### config.mk
export PLATFORM = sky130hd
export DESIGN_NAME = fifo_v4
export DESIGN_NICKNAME = d
export VERILOG_FILES = /design/src/rtl/fifo_v4.sv
export SDC_FILE = /design/constraint.sdc
export NUM_CORES = 1
export LEC_CHECK = 0
export ABC_CLOCK_PERIOD_IN_PS = 3450
export CAP_MARGIN = 20
export CORE_MARGIN = 5
export CORE_UTILIZATION = 55
export CTS_CLUSTER_DIAMETER = 30
export CTS_CLUSTER_SIZE = 10
export DETAILED_ROUTE_END_ITERATION = 8
export PLACE_DENSITY = 0.73
export SYNTH_ARGS = -nofsm -noshare
export SYNTH_HDL_FRONTEND = slang
export SYNTH_SLANG_ARGS = --single-unit
### constraint.sdc
create_clock -name clk_i -period 3.45 [get_ports clk_i]
set_input_delay 0.8625 -clock clk_i [delete_from_list [all_inputs] [get_ports clk_i]]
set_output_delay 0.8625 -clock clk_i [all_outputs]
set_load 0.02 [all_outputs]
### src/rtl/fifo_v4.sv
// Single-clock FIFO with arbitrary depth, optional fall-through, almost-full/empty
// thresholds, fill level and sticky overflow/underflow diagnostics.
module fifo_v4 #(
    parameter int unsigned DATA_WIDTH   = 32,
    parameter int unsigned DEPTH        = 16,
    parameter int unsigned FALL_THROUGH = 0,
    parameter int unsigned ALM_FULL_TH  = DEPTH - 1,
    parameter int unsigned ALM_EMPTY_TH = 1,
    parameter int unsigned CNT_W        = $clog2(DEPTH + 1)
) (
    input  logic                  clk_i,
    input  logic                  rst_ni,
    input  logic                  flush_i,
    input  logic                  testmode_i,
    input  logic [DATA_WIDTH-1:0] data_i,
    input  logic                  push_i,
    input  logic                  pop_i,
    output logic [DATA_WIDTH-1:0] data_o,
    output logic                  full_o,
    output logic                  empty_o,
    output logic                  alm_full_o,
    output logic                  alm_empty_o,
    output logic [CNT_W-1:0]      usage_o,
    output logic                  overflow_o,
    output logic                  underflow_o
);

    localparam int unsigned PTR_W = (DEPTH > 1) ? $clog2(DEPTH) : 1;
    localparam logic [PTR_W-1:0] L_LAST = PTR_W'(DEPTH - 1);

    logic [DATA_WIDTH-1:0] r_mem [DEPTH];
    logic [PTR_W-1:0]      r_wr_ptr;
    logic [PTR_W-1:0]      r_rd_ptr;
    logic [CNT_W-1:0]      r_usage;
    logic                  r_overflow;
    logic                  r_underflow;

    logic w_full;
    logic w_empty;
    logic w_ft_bypass;
    logic w_push_acc;
    logic w_pop_acc;
    logic w_unused;

    assign w_unused = testmode_i;

    assign w_full      = (r_usage == CNT_W'(DEPTH));
    assign w_ft_bypass = (FALL_THROUGH != 0) && (r_usage == '0) && push_i;
    assign w_empty     = (r_usage == '0) && !w_ft_bypass;

    // A bypassed word that is popped in the same cycle is never written to storage.
    assign w_push_acc = !flush_i && push_i && !w_full && !(w_ft_bypass && pop_i);
    assign w_pop_acc  = !flush_i && pop_i && (r_usage != '0);

    assign data_o      = w_ft_bypass ? data_i : r_mem[r_rd_ptr];
    assign full_o      = w_full;
    assign empty_o     = w_empty;
    assign alm_full_o  = (r_usage >= CNT_W'(ALM_FULL_TH));
    assign alm_empty_o = (r_usage <= CNT_W'(ALM_EMPTY_TH));
    assign usage_o     = r_usage;
    assign overflow_o  = r_overflow;
    assign underflow_o = r_underflow;

    // NOTE: the storage array is reset too, so data_o reads zero out of reset
    // instead of X; this costs a reset on every flop of the array.
    always_ff @(posedge clk_i or negedge rst_ni) begin
        if (!rst_ni) begin
            for (int i = 0; i < int'(DEPTH); i++) begin
                r_mem[i] <= '0;
            end
        end else if (w_push_acc) begin
            r_mem[r_wr_ptr] <= data_i;
        end
    end

    // NOTE: state registers use non-blocking assignments so every process
    // sees the pre-edge values regardless of evaluation order.
    always_ff @(posedge clk_i or negedge rst_ni) begin
        if (!rst_ni) begin
            r_wr_ptr    <= '0;
            r_rd_ptr    <= '0;
            r_usage     <= '0;
            r_overflow  <= 1'b0;
            r_underflow <= 1'b0;
        end else if (flush_i) begin
            r_wr_ptr    <= '0;
            r_rd_ptr    <= '0;
            r_usage     <= '0;
            r_overflow  <= 1'b0;
            r_underflow <= 1'b0;
        end else begin
            if (w_push_acc) begin
                r_wr_ptr <= (r_wr_ptr == L_LAST) ? '0 : r_wr_ptr + PTR_W'(1);
            end
            if (w_pop_acc) begin
                r_rd_ptr <= (r_rd_ptr == L_LAST) ? '0 : r_rd_ptr + PTR_W'(1);
            end
            case ({w_push_acc, w_pop_acc})
                2'b10:   r_usage <= r_usage + CNT_W'(1);
                2'b01:   r_usage <= r_usage - CNT_W'(1);
                default: r_usage <= r_usage;
            endcase
            if (push_i && w_full) begin
                r_overflow <= 1'b1;
            end
            if (pop_i && w_empty) begin
                r_underflow <= 1'b1;
            end
        end
    end

endmodule

==> impl_metrics.xml, run 1 <==
<?xml version="1.0" encoding="UTF-8"?>
<metrics>
  <group name="placement">
    <metric name="dpl.hpwl" unit="um">31530</metric>
    <metric name="gp_routability_congestion" unit="">0.7520</metric>
    <metric name="place.port_buffers" unit="">79</metric>
    <metric name="place_ws" unit="ns">0.1170</metric>
  </group>
  <group name="worst_setup_path">
    <metric name="rrSetupSlack" unit="ns">1.00</metric>
    <metric name="critical_path_required" unit="ns">2.59</metric>
    <metric name="criticalPathCategory" unit="">reg -&gt; out</metric>
    <metric name="worst_r2r_path_depth" unit="">6</metric>
    <metric name="setup.worst_path.start_class" unit="">flop</metric>
    <metric name="critical_path.max_fanout" unit="">6</metric>
    <metric name="timing.critical_path.arrival" unit="ns">2.70</metric>
    <metric name="worstSetupEndpointType" unit="">output pin</metric>
  </group>
  <group name="sta">
    <metric name="report.final.slew_viol_count" unit="">0</metric>
    <metric name="grt_setup_unrepaired" unit="">yes</metric>
    <metric name="relSlewSlack" unit="">0.4746</metric>
    <metric name="achievable_frequency" unit="GHz">0.2803</metric>
    <metric name="worst-slew-pin-transition" unit="ns">0.7881</metric>
    <metric name="layout_setup_ws" unit="ns">-0.1172</metric>
    <metric name="setup-violations-final" unit="">32</metric>
    <metric name="fin_worst_skew" unit="ns">0.01633</metric>
    <metric name="timing.final.hold_violations" unit="">0</metric>
    <metric name="min_period" unit="ns">3.567</metric>
    <metric name="fin_crit_sh" unit="">1.034</metric>
  </group>
  <group name="clocking">
    <metric name="clock_insertion_delay_worst_skew" unit="ns">0.63</metric>
    <metric name="clk_transition_reported_paths" unit="ns">0.05</metric>
    <metric name="clock_tree.root_cell" unit="">sky130_fd_sc_hd__clkbuf_16</metric>
    <metric name="clock_sink_count" unit="">527</metric>
    <metric name="cts_made_buffers" unit="">109</metric>
    <metric name="tritoncts" unit="">built</metric>
    <metric name="cts.htree.levels" unit="">3</metric>
    <metric name="cts_max_path_buffers" unit="">3</metric>
    <metric name="hold_fix_buffers_cts" unit="">0</metric>
  </group>
  <group name="global_routing">
    <metric name="number_of_global_route_vias_before_repair" unit="">15674</metric>
    <metric name="grt_remaining_overflow" unit="">0</metric>
    <metric name="first_pass_grt_wire_length" unit="um">92690</metric>
    <metric name="antenna_found_initial" unit="">1</metric>
    <metric name="grt_max_degree" unit="">87</metric>
    <metric name="track_usage" unit="">0.2522</metric>
  </group>
  <group name="logic_synthesis">
    <metric name="synth.ff_latch_count" unit="">527</metric>
    <metric name="sequential_area_share_after_synthesis" unit="">0.5476</metric>
    <metric name="most_area_hungry_cell_type_in_the_yosys_netlist" unit="">sky130_fd_sc_hd__dfrtp_1</metric>
    <metric name="yosys.area.top_type_share" unit="">0.5476</metric>
    <metric name="postSynth.asyncResetShare" unit="">1.000</metric>
    <metric name="synth_area" unit="sq mm">0.02408</metric>
    <metric name="synth-edff-count" unit="">0</metric>
    <metric name="yosys_warnings" unit="">0</metric>
    <metric name="total_nets_after_synthesis" unit="">1488</metric>
    <metric name="yosys.cell_count.top_type" unit="">sky130_fd_sc_hd__dfrtp_1</metric>
    <metric name="synthCells" unit="">1440</metric>
    <metric name="netlist-cell-type-count" unit="">43</metric>
    <metric name="synth_top_cells_by_area" unit="">sky130_fd_sc_hd__dfrtp_1 55%, sky130_fd_sc_hd__mux4_2 15%, sky130_fd_sc_hd__mux2_2 14%</metric>
    <metric name="synthFlopType" unit="">sky130_fd_sc_hd__dfrtp_1</metric>
    <metric name="syn_area_per_cell" unit="sq um">16.73</metric>
    <metric name="yosys-top-cells-count" unit="">527 x sky130_fd_sc_hd__dfrtp_1, 306 x sky130_fd_sc_hd__mux2_2, 207 x sky130_fd_sc_hd__mux2_1</metric>
  </group>
  <group name="power">
    <metric name="net-switching-power" unit="mW">6.060</metric>
    <metric name="power.ir.vdd_worst" unit="uV">581.8</metric>
    <metric name="clockPowerShare" unit="">0.482</metric>
    <metric name="power.leakage" unit="nW">14.15</metric>
    <metric name="p_seq_frac" unit="">0.316</metric>
    <metric name="power.combinational.fraction" unit="">0.202</metric>
    <metric name="sw_frac_of_total" unit="">0.2550</metric>
    <metric name="cell_internal_pwr" unit="mW">17.71</metric>
    <metric name="finalPower" unit="mW">23.77</metric>
    <metric name="power_density" unit="mW/mm^2">784.6</metric>
  </group>
  <group name="drt">
    <metric name="detail_route.drc_violations" unit="">0</metric>
    <metric name="detail_route.first_pass.iterations" unit="">4</metric>
    <metric name="final_routed_wire_length_divided_by_cell_count" unit="um">25.56</metric>
    <metric name="post_drt_via_cell_ratio" unit="">6.063</metric>
    <metric name="routed_wirelength" unit="um">58070</metric>
    <metric name="drt_iter0_drc" unit="">898</metric>
    <metric name="antenna_left" unit="">0</metric>
    <metric name="route.vias.total" unit="">13774</metric>
  </group>
  <group name="outcome">
    <metric name="status" unit="">finished, violations left</metric>
    <metric name="violations" unit="">negative setup slack</metric>
  </group>
  <group name="floorplan">
    <metric name="floorplan.die.height" unit="um">219.3</metric>
    <metric name="floorplan.die_area" unit="sq mm">0.04807</metric>
    <metric name="fp-row-count" unit="">76</metric>
    <metric name="floorplan.initialDensity" unit="">0.5579</metric>
    <metric name="floorplan.core_area" unit="sq mm">0.04317</metric>
    <metric name="num_io_pins" unit="">81</metric>
    <metric name="die_x" unit="um">219.3</metric>
  </group>
  <group name="final_layout">
    <metric name="synthToLayoutAreaGrowth" unit="%">25.79</metric>
    <metric name="finalNetCount" unit="">1644</metric>
    <metric name="drive_gt1_frac" unit="">0.4772</metric>
    <metric name="utilization" unit="">0.7018</metric>
    <metric name="insertedDiodeCount" unit="">0</metric>
  </group>
  <group name="hold_path">
    <metric name="worstHoldPathType" unit="">in -&gt; async</metric>
  </group>
  <group name="job">
    <metric name="cap_violations" unit="">0</metric>
  </group>
</metrics>
==> through the flow <==
step	cell area, sq um	hold WS [ns]	std cells	setup TNS (ns)
floorplan	24080	0.4526	1440	0
global placement	25870	0.4646	2051	0
detailed placement	25870	0.4754	2051	0
CTS	30350	0.2922	2275	-4.953
global route	30300	0.2996	2272	-4.249
finish	30300	0.2674	2272	-2.274
==> kinds of logic after synthesis <==
| group | synth area share |
|---|---|
| AOI/OAI and AO/OA | 0.008469 |
| xor gates and xnor gates | 0.001662 |
| adders and majority gates | 0.005611 |
| buffers and inverters | 0.02842 |
| DFF | 0.5476 |
| muxes | 0.3895 |
| and+or+nand+nor | 0.01881 |
==> power groups by stage <==
stage / sequential (mW) / clock [mW] / combinational [mW]
detailed placement: 7.56 / 0 / 4.47
finish: 7.52 / 11.5 / 4.79
global placement: 7.50 / 0 / 4.40
CTS: 7.50 / 11.6 / 4.85
global route: 7.60 / 12.0 / 5.13
floorplan: 7.42 / 0 / 2.85
==> repair_timing <==
item	CTS	global route
endpoints found under the setup margin	33	33
gates resized for setup	186	17
buffers inserted	14	1
cloned	8	3
==> worst max-delay path: stages, from the launching register on <==
cell                      delay [ns]
sky130_fd_sc_hd__dfrtp_4        0.52
sky130_fd_sc_hd__buf_12         0.18
sky130_fd_sc_hd__buf_4          0.17
sky130_fd_sc_hd__mux4_2         0.51
sky130_fd_sc_hd__mux4_2         0.52
sky130_fd_sc_hd__buf_2          0.19
==> state kept, by name (all words and copies together) (netlist names) <==
signal	cells
overflow_o	1
r_mem	512
r_rd_ptr	4
r_wr_ptr	4
underflow_o	1
usage_o	5
==> cell type report <==
cell class / instances / area [sq um]
Inverter: 10 / 40.04
Sequential cell: 527 / 13200
Clock buffer: 136 / 3012
Tap cell: 585 / 732.0
Timing Repair Buffer: 171 / 2006
Fill cell: 2758 / 12870
Clock inverter: 66 / 1076
Multi-Input combinational cell: 777 / 10230
==> per-layer routing <==
layer | routed length [um] | share of wire | vias up | GRT usage
li1 | - | - | 5786 | -
met1 | 24920 | 0.43 | 7532 | 0.3445
met2 | 29160 | 0.50 | 363 | 0.4131
met3 | 2702 | 0.047 | 91 | 0.05021
met4 | 1269 | 0.022 | 2 | 0.08122
met5 | 13 | 0.00022 | - | 0
==> final timing paths <==
path                               end   startpoint
min reg2reg                 r_mem[336]   r_mem[336]
max                         data_o[30]  r_rd_ptr[0]
min in group clk_i          r_mem[336]   r_mem[336]
min                          r_mem[54]       rst_ni
max reg2reg                  r_mem[55]   usage_o[2]
max in group asynchronous  r_rd_ptr[3]       rst_ni
==> placed cells by master (no fill, tap or decap), types with 6 or more instances in the layout <==
cell type                           n
sky130_fd_sc_hd__mux4_2           160
sky130_fd_sc_hd__clkbuf_1          11
sky130_fd_sc_hd__buf_6             25
sky130_fd_sc_hd__nor2_1            13
sky130_fd_sc_hd__dfrtp_1          523
sky130_fd_sc_hd__mux2_1           207
sky130_fd_sc_hd__buf_12            27
sky130_fd_sc_hd__o21ai_0            6
sky130_fd_sc_hd__clkbuf_16        114
sky130_fd_sc_hd__a31oi_1            6
sky130_fd_sc_hd__a21oi_1            8
sky130_fd_sc_hd__clkdlybuf4s50_1   45
sky130_fd_sc_hd__inv_1              9
sky130_fd_sc_hd__mux2_2           306
sky130_fd_sc_hd__clkbuf_8          14
sky130_fd_sc_hd__bufinv_16         26
sky130_fd_sc_hd__nand3_4            7
sky130_fd_sc_hd__clkinv_2          13
sky130_fd_sc_hd__buf_2              9
sky130_fd_sc_hd__nand2_1           11
sky130_fd_sc_hd__clkinv_4           9
sky130_fd_sc_hd__ha_1              10
sky130_fd_sc_hd__clkinvlp_4        14
sky130_fd_sc_hd__buf_16             6
sky130_fd_sc_hd__buf_4             51
No activity file was read; power rests on OpenSTA's default activity.
==> run 2: changes to the inputs <==
--- a/config.mk
+++ b/config.mk
@@ -7,7 +7,7 @@
 export LEC_CHECK = 0
 export ABC_CLOCK_PERIOD_IN_PS = 3450
 export CAP_MARGIN = 20
-export CORE_MARGIN = 5
+export CORE_MARGIN = 3
 export CORE_UTILIZATION = 55
 export CTS_CLUSTER_DIAMETER = 30
 export CTS_CLUSTER_SIZE = 10
==> run 2 against run 1 <==
Against the previous run: the run still ends with negative setup slack left; sequential power barely moved; combinational power is 2% higher; cell count up 0.53%; hold slack got worse by 0.061 ns; routed wire length is 1.8% lower; maximum frequency shrank 0.27%; clock-buffer cell count grew 3; utilization up 0.055 points; sequential share of layout area hardly changed; global-route usage is 0.21 points higher; power is 0.54% lower; flip-flop and latch count unchanged.
==> impl_metrics.xml, run 2 (same netlist as run 1, synthesis figures left out) <==
<?xml version="1.0" encoding="UTF-8"?>
<metrics>
  <group name="outcome">
    <metric name="status" unit="">finished, violations left</metric>
    <metric name="violations" unit="">negative setup slack</metric>
  </group>
  <group name="drt">
    <metric name="final_routed_wire_length_divided_by_cell_count" unit="um">24.96</metric>
    <metric name="routed_wirelength" unit="um">57010</metric>
    <metric name="post_drt_via_cell_ratio" unit="">6.012</metric>
    <metric name="detail_route.drc_violations" unit="">0</metric>
    <metric name="antenna_left" unit="">0</metric>
    <metric name="route.vias.total" unit="">13732</metric>
    <metric name="drt_iter0_drc" unit="">967</metric>
    <metric name="detail_route.first_pass.iterations" unit="">5</metric>
  </group>
  <group name="global_routing">
    <metric name="grt_max_degree" unit="">80</metric>
    <metric name="antenna_found_initial" unit="">1</metric>
    <metric name="number_of_global_route_vias_before_repair" unit="">15303</metric>
    <metric name="first_pass_grt_wire_length" unit="um">90540</metric>
    <metric name="track_usage" unit="">0.2543</metric>
    <metric name="grt_remaining_overflow" unit="">0</metric>
  </group>
  <group name="sta">
    <metric name="fin_crit_sh" unit="">1.037</metric>
    <metric name="setup-violations-final" unit="">32</metric>
    <metric name="worst-slew-pin-transition" unit="ns">0.6897</metric>
    <metric name="min_period" unit="ns">3.577</metric>
    <metric name="final.setup.tns" unit="ns">-2.687</metric>
    <metric name="achievable_frequency" unit="GHz">0.2796</metric>
    <metric name="fin_worst_skew" unit="ns">0.02817</metric>
    <metric name="timing.final.hold_violations" unit="">0</metric>
    <metric name="relSlewSlack" unit="">0.5402</metric>
    <metric name="report.final.slew_viol_count" unit="">0</metric>
    <metric name="grt_setup_unrepaired" unit="">yes</metric>
    <metric name="layout_setup_ws" unit="ns">-0.1268</metric>
  </group>
  <group name="hold_path">
    <metric name="worstHoldPathType" unit="">in -&gt; async</metric>
  </group>
  <group name="power">
    <metric name="power.ir.vdd_worst" unit="uV">660.2</metric>
    <metric name="power_density" unit="mW/mm^2">779.7</metric>
    <metric name="power.leakage" unit="nW">14.19</metric>
    <metric name="sw_frac_of_total" unit="">0.2682</metric>
    <metric name="net-switching-power" unit="mW">6.341</metric>
    <metric name="cell_internal_pwr" unit="mW">17.30</metric>
    <metric name="clockPowerShare" unit="">0.476</metric>
    <metric name="p_seq_frac" unit="">0.317</metric>
    <metric name="power.combinational.fraction" unit="">0.207</metric>
    <metric name="finalPower" unit="mW">23.64</metric>
  </group>
  <group name="final_layout">
    <metric name="final_common_cell" unit="">sky130_fd_sc_hd__dfrtp_1</metric>
    <metric name="finalNetCount" unit="">1648</metric>
    <metric name="largest_register_ffs" unit="">512</metric>
    <metric name="drive_gt1_frac" unit="">0.4817</metric>
    <metric name="fillCellCount" unit="">2799</metric>
    <metric name="synthToLayoutAreaGrowth" unit="%">25.89</metric>
    <metric name="mostFrequentLayoutCells" unit="">523 x sky130_fd_sc_hd__dfrtp_1, 306 x sky130_fd_sc_hd__mux2_2, 207 x sky130_fd_sc_hd__mux2_1</metric>
    <metric name="max_flop_register" unit="">r_mem</metric>
  </group>
  <group name="worst_setup_path">
    <metric name="criticalPathCategory" unit="">reg -&gt; out</metric>
    <metric name="crit_path_top_delay_cell" unit="">sky130_fd_sc_hd__mux4_2</metric>
    <metric name="series_of_cell_instances_along_the_critical_path" unit="">buf_12 &gt; buf_12 &gt; mux4_2 &gt; mux4_2 &gt; buf_6</metric>
    <metric name="timing.critical_path.arrival" unit="ns">2.71</metric>
    <metric name="worst_r2r_path_depth" unit="">8</metric>
    <metric name="critical_path_required" unit="ns">2.59</metric>
    <metric name="setup.worst_path.start_class" unit="">flop</metric>
    <metric name="critical_path.max_fanout" unit="">8</metric>
    <metric name="worstSetupEndpointType" unit="">output pin</metric>
    <metric name="timing.critical_path.slowest_cell_delay" unit="ns">0.53</metric>
  </group>
  <group name="floorplan">
    <metric name="floorplan.core_area" unit="sq mm">0.04317</metric>
    <metric name="floorplan.die_area" unit="sq mm">0.04634</metric>
    <metric name="num_io_pins" unit="">81</metric>
    <metric name="fp-row-count" unit="">76</metric>
    <metric name="floorplan.initialDensity" unit="">0.5579</metric>
    <metric name="die_x" unit="um">215.3</metric>
    <metric name="floorplan.die.height" unit="um">215.3</metric>
  </group>
  <group name="placement">
    <metric name="dpl.hpwl" unit="um">31310</metric>
    <metric name="place.port_buffers" unit="">79</metric>
    <metric name="gp_routability_congestion" unit="">0.7818</metric>
  </group>
  <group name="clocking">
    <metric name="clk_transition_reported_paths" unit="ns">0.05</metric>
    <metric name="tritoncts" unit="">built</metric>
    <metric name="clock_insertion_delay_worst_skew" unit="ns">0.67</metric>
    <metric name="cts.htree.levels" unit="">3</metric>
    <metric name="cts_made_buffers" unit="">113</metric>
    <metric name="cts_max_path_buffers" unit="">3</metric>
    <metric name="clock_sink_count" unit="">527</metric>
    <metric name="clock_tree.root_cell" unit="">sky130_fd_sc_hd__clkbuf_16</metric>
  </group>
  <group name="job">
    <metric name="cap_violations" unit="">0</metric>
  </group>
</metrics>
[run 2: what timing repair did]
item | 4_1_cts | 5_1_grt
setup endpoints to repair | 33 | 33
hold buffers | 0 | 0
gates resized for setup | 201 | 10
setup buffers | 16 | 0
cloned | 4 | 3
[run 2: routing by layer]
metal	GRT usage	up-vias	routed length, um
met5	0	-	0
li1	-	5809	-
met2	0.4127	315	28700
met3	0.05317	106	2387
met1	0.3514	7502	24630
met4	0.07777	0	1296
[run 2: final cells by class]
cell class | instances | area, sq um | area share
clock inverters | 74 | 1006 | 0.03318
multi-input cells | 777 | 10240 | 0.3376
diodes | 1 | 2.502 | 0.00008253
inverters | 10 | 40.04 | 0.001321
clock buffers | 139 | 3085 | 0.1018
repair buffers | 171 | 2019 | 0.06660
well taps | 585 | 732.0 | 0.02414
flip-flops and latches | 527 | 13200 | 0.4353
[run 2: path summary, 6_finish.rpt]
kind / endpoint / slack (ns) / from
setup / recovery: data_o[4] / -0.13 / r_rd_ptr[0]
hold / removal: r_mem[488] / 0.21 / rst_ni
setup reg to reg: r_mem[44] / 1.09 / usage_o[1]
hold reg to reg: r_mem[293] / 0.48 / r_mem[293]
max in group asynchronous: r_mem[11] / 2.29 / rst_ni
min in group clk_i: r_mem[293] / 0.48 / r_mem[293]
[run 2: through the flow]
stage | hold WS [ns] | utilization | area, sq um | std cells | setup slack, ns
after floorplan | 0.4526 | - | 24080 | 1440 | 0.5498
after global placement | 0.4632 | 0.5999 | 25900 | 2051 | 0.1351
after detailed placement | 0.4756 | 0.5999 | 25900 | 2051 | 0.1252
after CTS | 0.2185 | 0.7024 | 30320 | 2284 | -0.1955
after global routing | 0.2340 | 0.7023 | 30320 | 2283 | -0.1798
final | 0.2066 | 0.7023 | 30320 | 2284 | -0.1268
[run 2: power by group through the flow]
stage               registers (mW)  clock network, mW  logic (mW)
floorplan                     7.42                  0        2.85
global placement              7.47                  0        4.50
detailed placement            7.54                  0        4.57
CTS                           7.47               11.4        4.93
global route                  7.57               11.8        5.22
finish                        7.49               11.3        4.89
[run 2: worst max-delay path, delay by kind of cell (launching register included)]
kind	cells	cell delay [ns]
mux	2	1.04
flops	1	0.51
buf+inv	3	0.51
==> run 3: changes to the inputs <==
--- a/config.mk
+++ b/config.mk
@@ -5,14 +5,15 @@
 export SDC_FILE = /design/constraint.sdc
 export NUM_CORES = 1
 export LEC_CHECK = 0
-export ABC_CLOCK_PERIOD_IN_PS = 3450
+export ABC_CLOCK_PERIOD_IN_PS = 4220
 export CAP_MARGIN = 20
 export CORE_MARGIN = 3
 export CORE_UTILIZATION = 55
 export CTS_CLUSTER_DIAMETER = 30
 export CTS_CLUSTER_SIZE = 10
 export DETAILED_ROUTE_END_ITERATION = 8
-export PLACE_DENSITY = 0.73
+export DONT_BUFFER_PORTS = 1
+export PLACE_DENSITY_LB_ADDON = 0.15
 export SYNTH_ARGS = -nofsm -noshare
 export SYNTH_HDL_FRONTEND = slang
 export SYNTH_SLANG_ARGS = --single-unit
==> constraint.sdc (replaced) <==
create_clock -name clk_i -period 4.22 [get_ports clk_i]
set_input_delay 1.055 -clock clk_i [delete_from_list [all_inputs] [get_ports clk_i]]
set_output_delay 1.055 -clock clk_i [all_outputs]
set_load 0.02 [all_outputs]
==> run 3 against run 2 <==
Against the previous run: the flow finishes with violations (max-slew violations); cell count fell by 6.0%; global-route usage fell by 1.5 points; non-clock buffer count fell by 141; clock skew fell by 0.011 ns; hold slack got worse by 0.066 ns; clock-buffer cell count rose by 4; register-to-register slack got worse by 0.09 ns; sequential power fell by 17%; critical path depth fell by 2; via count fell by 5.2%; utilization fell by 3.7 points; combinational power fell by 45%; largest power group unchanged.
==> impl_metrics.xml, run 3 (same netlist as run 1, synthesis figures left out) <==
<?xml version="1.0" encoding="UTF-8"?>
<metrics>
  <group name="final_layout">
    <metric name="utilization" unit="">0.6656</metric>
    <metric name="max_flop_register" unit="">r_mem</metric>
    <metric name="largest_register_ffs" unit="">512</metric>
    <metric name="synthToLayoutAreaGrowth" unit="%">19.31</metric>
    <metric name="mostFrequentLayoutCells" unit="">523 x sky130_fd_sc_hd__dfrtp_1, 306 x sky130_fd_sc_hd__mux2_2, 207 x sky130_fd_sc_hd__mux2_1</metric>
    <metric name="final_common_cell" unit="">sky130_fd_sc_hd__dfrtp_1</metric>
    <metric name="finalNetCount" unit="">1509</metric>
    <metric name="drive_gt1_frac" unit="">0.4648</metric>
    <metric name="insertedDiodeCount" unit="">0</metric>
  </group>
  <group name="drt">
    <metric name="route.top_layer_used" unit="">met4</metric>
    <metric name="routed_wirelength" unit="um">53770</metric>
    <metric name="m1WireLength" unit="um">24180</metric>
    <metric name="final_routed_wire_length_divided_by_cell_count" unit="um">25.04</metric>
    <metric name="detail_route.first_pass.iterations" unit="">6</metric>
    <metric name="antenna_left" unit="">0</metric>
    <metric name="drt_iter0_drc" unit="">861</metric>
    <metric name="detail_route.drc_violations" unit="">0</metric>
    <metric name="met2_length" unit="um">25830</metric>
    <metric name="wl_met3" unit="um">3013</metric>
    <metric name="post_drt_via_cell_ratio" unit="">6.063</metric>
    <metric name="route.vias.total" unit="">13017</metric>
  </group>
  <group name="global_routing">
    <metric name="first_pass_grt_wire_length" unit="um">85180</metric>
    <metric name="number_of_global_route_vias_before_repair" unit="">14314</metric>
    <metric name="grt_max_degree" unit="">528</metric>
    <metric name="antenna_found_initial" unit="">0</metric>
    <metric name="track_usage" unit="">0.2396</metric>
    <metric name="grt_remaining_overflow" unit="">0</metric>
  </group>
  <group name="placement">
    <metric name="dpl.hpwl" unit="um">28430</metric>
    <metric name="gp_routability_congestion" unit="">0.7666</metric>
    <metric name="place.port_buffers" unit="">0</metric>
  </group>
  <group name="outcome">
    <metric name="status" unit="">finished, violations left</metric>
    <metric name="violations" unit="">max-slew violations</metric>
  </group>
  <group name="floorplan">
    <metric name="num_io_pins" unit="">81</metric>
    <metric name="floorplan.die_area" unit="sq mm">0.04634</metric>
    <metric name="floorplan.die.height" unit="um">215.3</metric>
    <metric name="die_x" unit="um">215.3</metric>
    <metric name="floorplan.initialDensity" unit="">0.5579</metric>
    <metric name="fp-row-count" unit="">76</metric>
    <metric name="floorplan.core_area" unit="sq mm">0.04317</metric>
  </group>
  <group name="sta">
    <metric name="setup-violations-final" unit="">0</metric>
    <metric name="final.setup.tns" unit="ns">0</metric>
    <metric name="worst-slew-pin-transition" unit="ns">1.848</metric>
    <metric name="report.final.slew_viol_count" unit="">337</metric>
    <metric name="fin_worst_skew" unit="ns">0.01719</metric>
    <metric name="timing.final.hold_violations" unit="">0</metric>
    <metric name="fin_crit_sh" unit="">0.9294</metric>
    <metric name="relSlewSlack" unit="">-0.2318</metric>
    <metric name="grt_setup_unrepaired" unit="">no</metric>
    <metric name="achievable_frequency" unit="GHz">0.2550</metric>
    <metric name="min_period" unit="ns">3.922</metric>
  </group>
  <group name="clocking">
    <metric name="tritoncts" unit="">built</metric>
    <metric name="clock_tree.root_cell" unit="">sky130_fd_sc_hd__clkbuf_16</metric>
    <metric name="clock_insertion_delay_worst_skew" unit="ns">0.63</metric>
    <metric name="clock_sink_count" unit="">527</metric>
    <metric name="hold_fix_buffers_cts" unit="">0</metric>
    <metric name="ctsResizeCount" unit="">0</metric>
    <metric name="clk_transition_reported_paths" unit="ns">0.04</metric>
    <metric name="cts.htree.levels" unit="">3</metric>
    <metric name="cts_max_path_buffers" unit="">3</metric>
    <metric name="cts_post_setup_buffers_inserted" unit="">0</metric>
    <metric name="cts_made_buffers" unit="">115</metric>
  </group>
  <group name="worst_setup_path">
    <metric name="worst_r2r_path_depth" unit="">8</metric>
    <metric name="critical_path_required" unit="ns">3.16</metric>
    <metric name="rrSetupSlack" unit="ns">1.00</metric>
    <metric name="critical_path.max_fanout" unit="">20</metric>
    <metric name="timing.critical_path.arrival" unit="ns">2.87</metric>
    <metric name="criticalPathCategory" unit="">reg -&gt; out</metric>
    <metric name="worstSetupEndpointType" unit="">output pin</metric>
    <metric name="setup.worst_path.start_class" unit="">flop</metric>
  </group>
  <group name="hold_path">
    <metric name="worstHoldPathType" unit="">in -&gt; async</metric>
  </group>
  <group name="power">
    <metric name="power.leakage" unit="nW">13.41</metric>
    <metric name="power.ir.vdd_worst" unit="uV">388.7</metric>
    <metric name="power_density" unit="mW/mm^2">638.0</metric>
  </group>
  <group name="job">
    <metric name="cap_violations" unit="">0</metric>
  </group>
</metrics>
-- run 3: cell count changes in the layout (fill, tap and decap cells not counted), moves of 5 or more --
cell	previous run	this run
sky130_fd_sc_hd__buf_4	45	20
sky130_fd_sc_hd__buf_6	35	0
sky130_fd_sc_hd__buf_2	6	0
sky130_fd_sc_hd__bufinv_16	16	21
sky130_fd_sc_hd__clkinv_4	12	5
sky130_fd_sc_hd__clkdlybuf4s50_1	45	0
sky130_fd_sc_hd__buf_12	31	10
sky130_fd_sc_hd__clkinvlp_4	10	17
-- run 3: area by class of cell --
cell class / instances / area, sq um
Timing Repair Buffer: 30 / 350.3
Multi-Input combinational cell: 777 / 10230
Inverter: 10 / 40.04
Clock buffer: 143 / 3163
Clock inverter: 75 / 1018
Sequential cell: 527 / 13200
Fill cell: 2975 / 14440
Tap cell: 585 / 732.0
-- run 3: routing by layer --
layer | global-route usage | up-vias
met5 | 0 | -
met2 | 0.3820 | 280
li1 | - | 5529
met4 | 0.05904 | 0
met1 | 0.3397 | 7143
met3 | 0.05557 | 65
-- run 3: critical path, stage by stage (launching register included) --
cell                      delay (ns)
sky130_fd_sc_hd__dfrtp_4        0.61
sky130_fd_sc_hd__buf_4          0.45
sky130_fd_sc_hd__mux4_2         0.59
sky130_fd_sc_hd__mux4_2         0.58
-- run 3: through the flow --
step           instance area, sq um  power, mW  worst slack, ns  instances  hold slack (ns)
2_1_floorplan                 24080      8.395            1.127       1440           0.4526
3_3_place_gp                  24550      8.913           0.9045       1929           0.4621
3_5_place_dp                  24550      9.007           0.9074       1929           0.4732
4_1_cts                       28740      18.52           0.2276       2147           0.1336
5_1_grt                       28740      19.05           0.1468       2147           0.1044
6_report                      28740      18.33           0.2979       2147           0.1405
-- run 3: path summary, 6_finish.rpt --
| check | startpoint | end |
|---|---|---|
| max in group asynchronous | rst_ni | r_rd_ptr[0] |
| hold reg to reg | r_mem[317] | r_mem[317] |
| min in group clk_i | r_mem[317] | r_mem[317] |
| setup / recovery | r_rd_ptr[0] | data_o[27] |
| setup reg to reg | usage_o[1] | r_mem[42] |
| hold / removal | rst_ni | r_mem[368] |
-- run 3: where the power goes --
group	switching (mW)	internal (mW)
combinational	1.32	1.37
clock	2.87	6.58
sequential	0.463	5.74
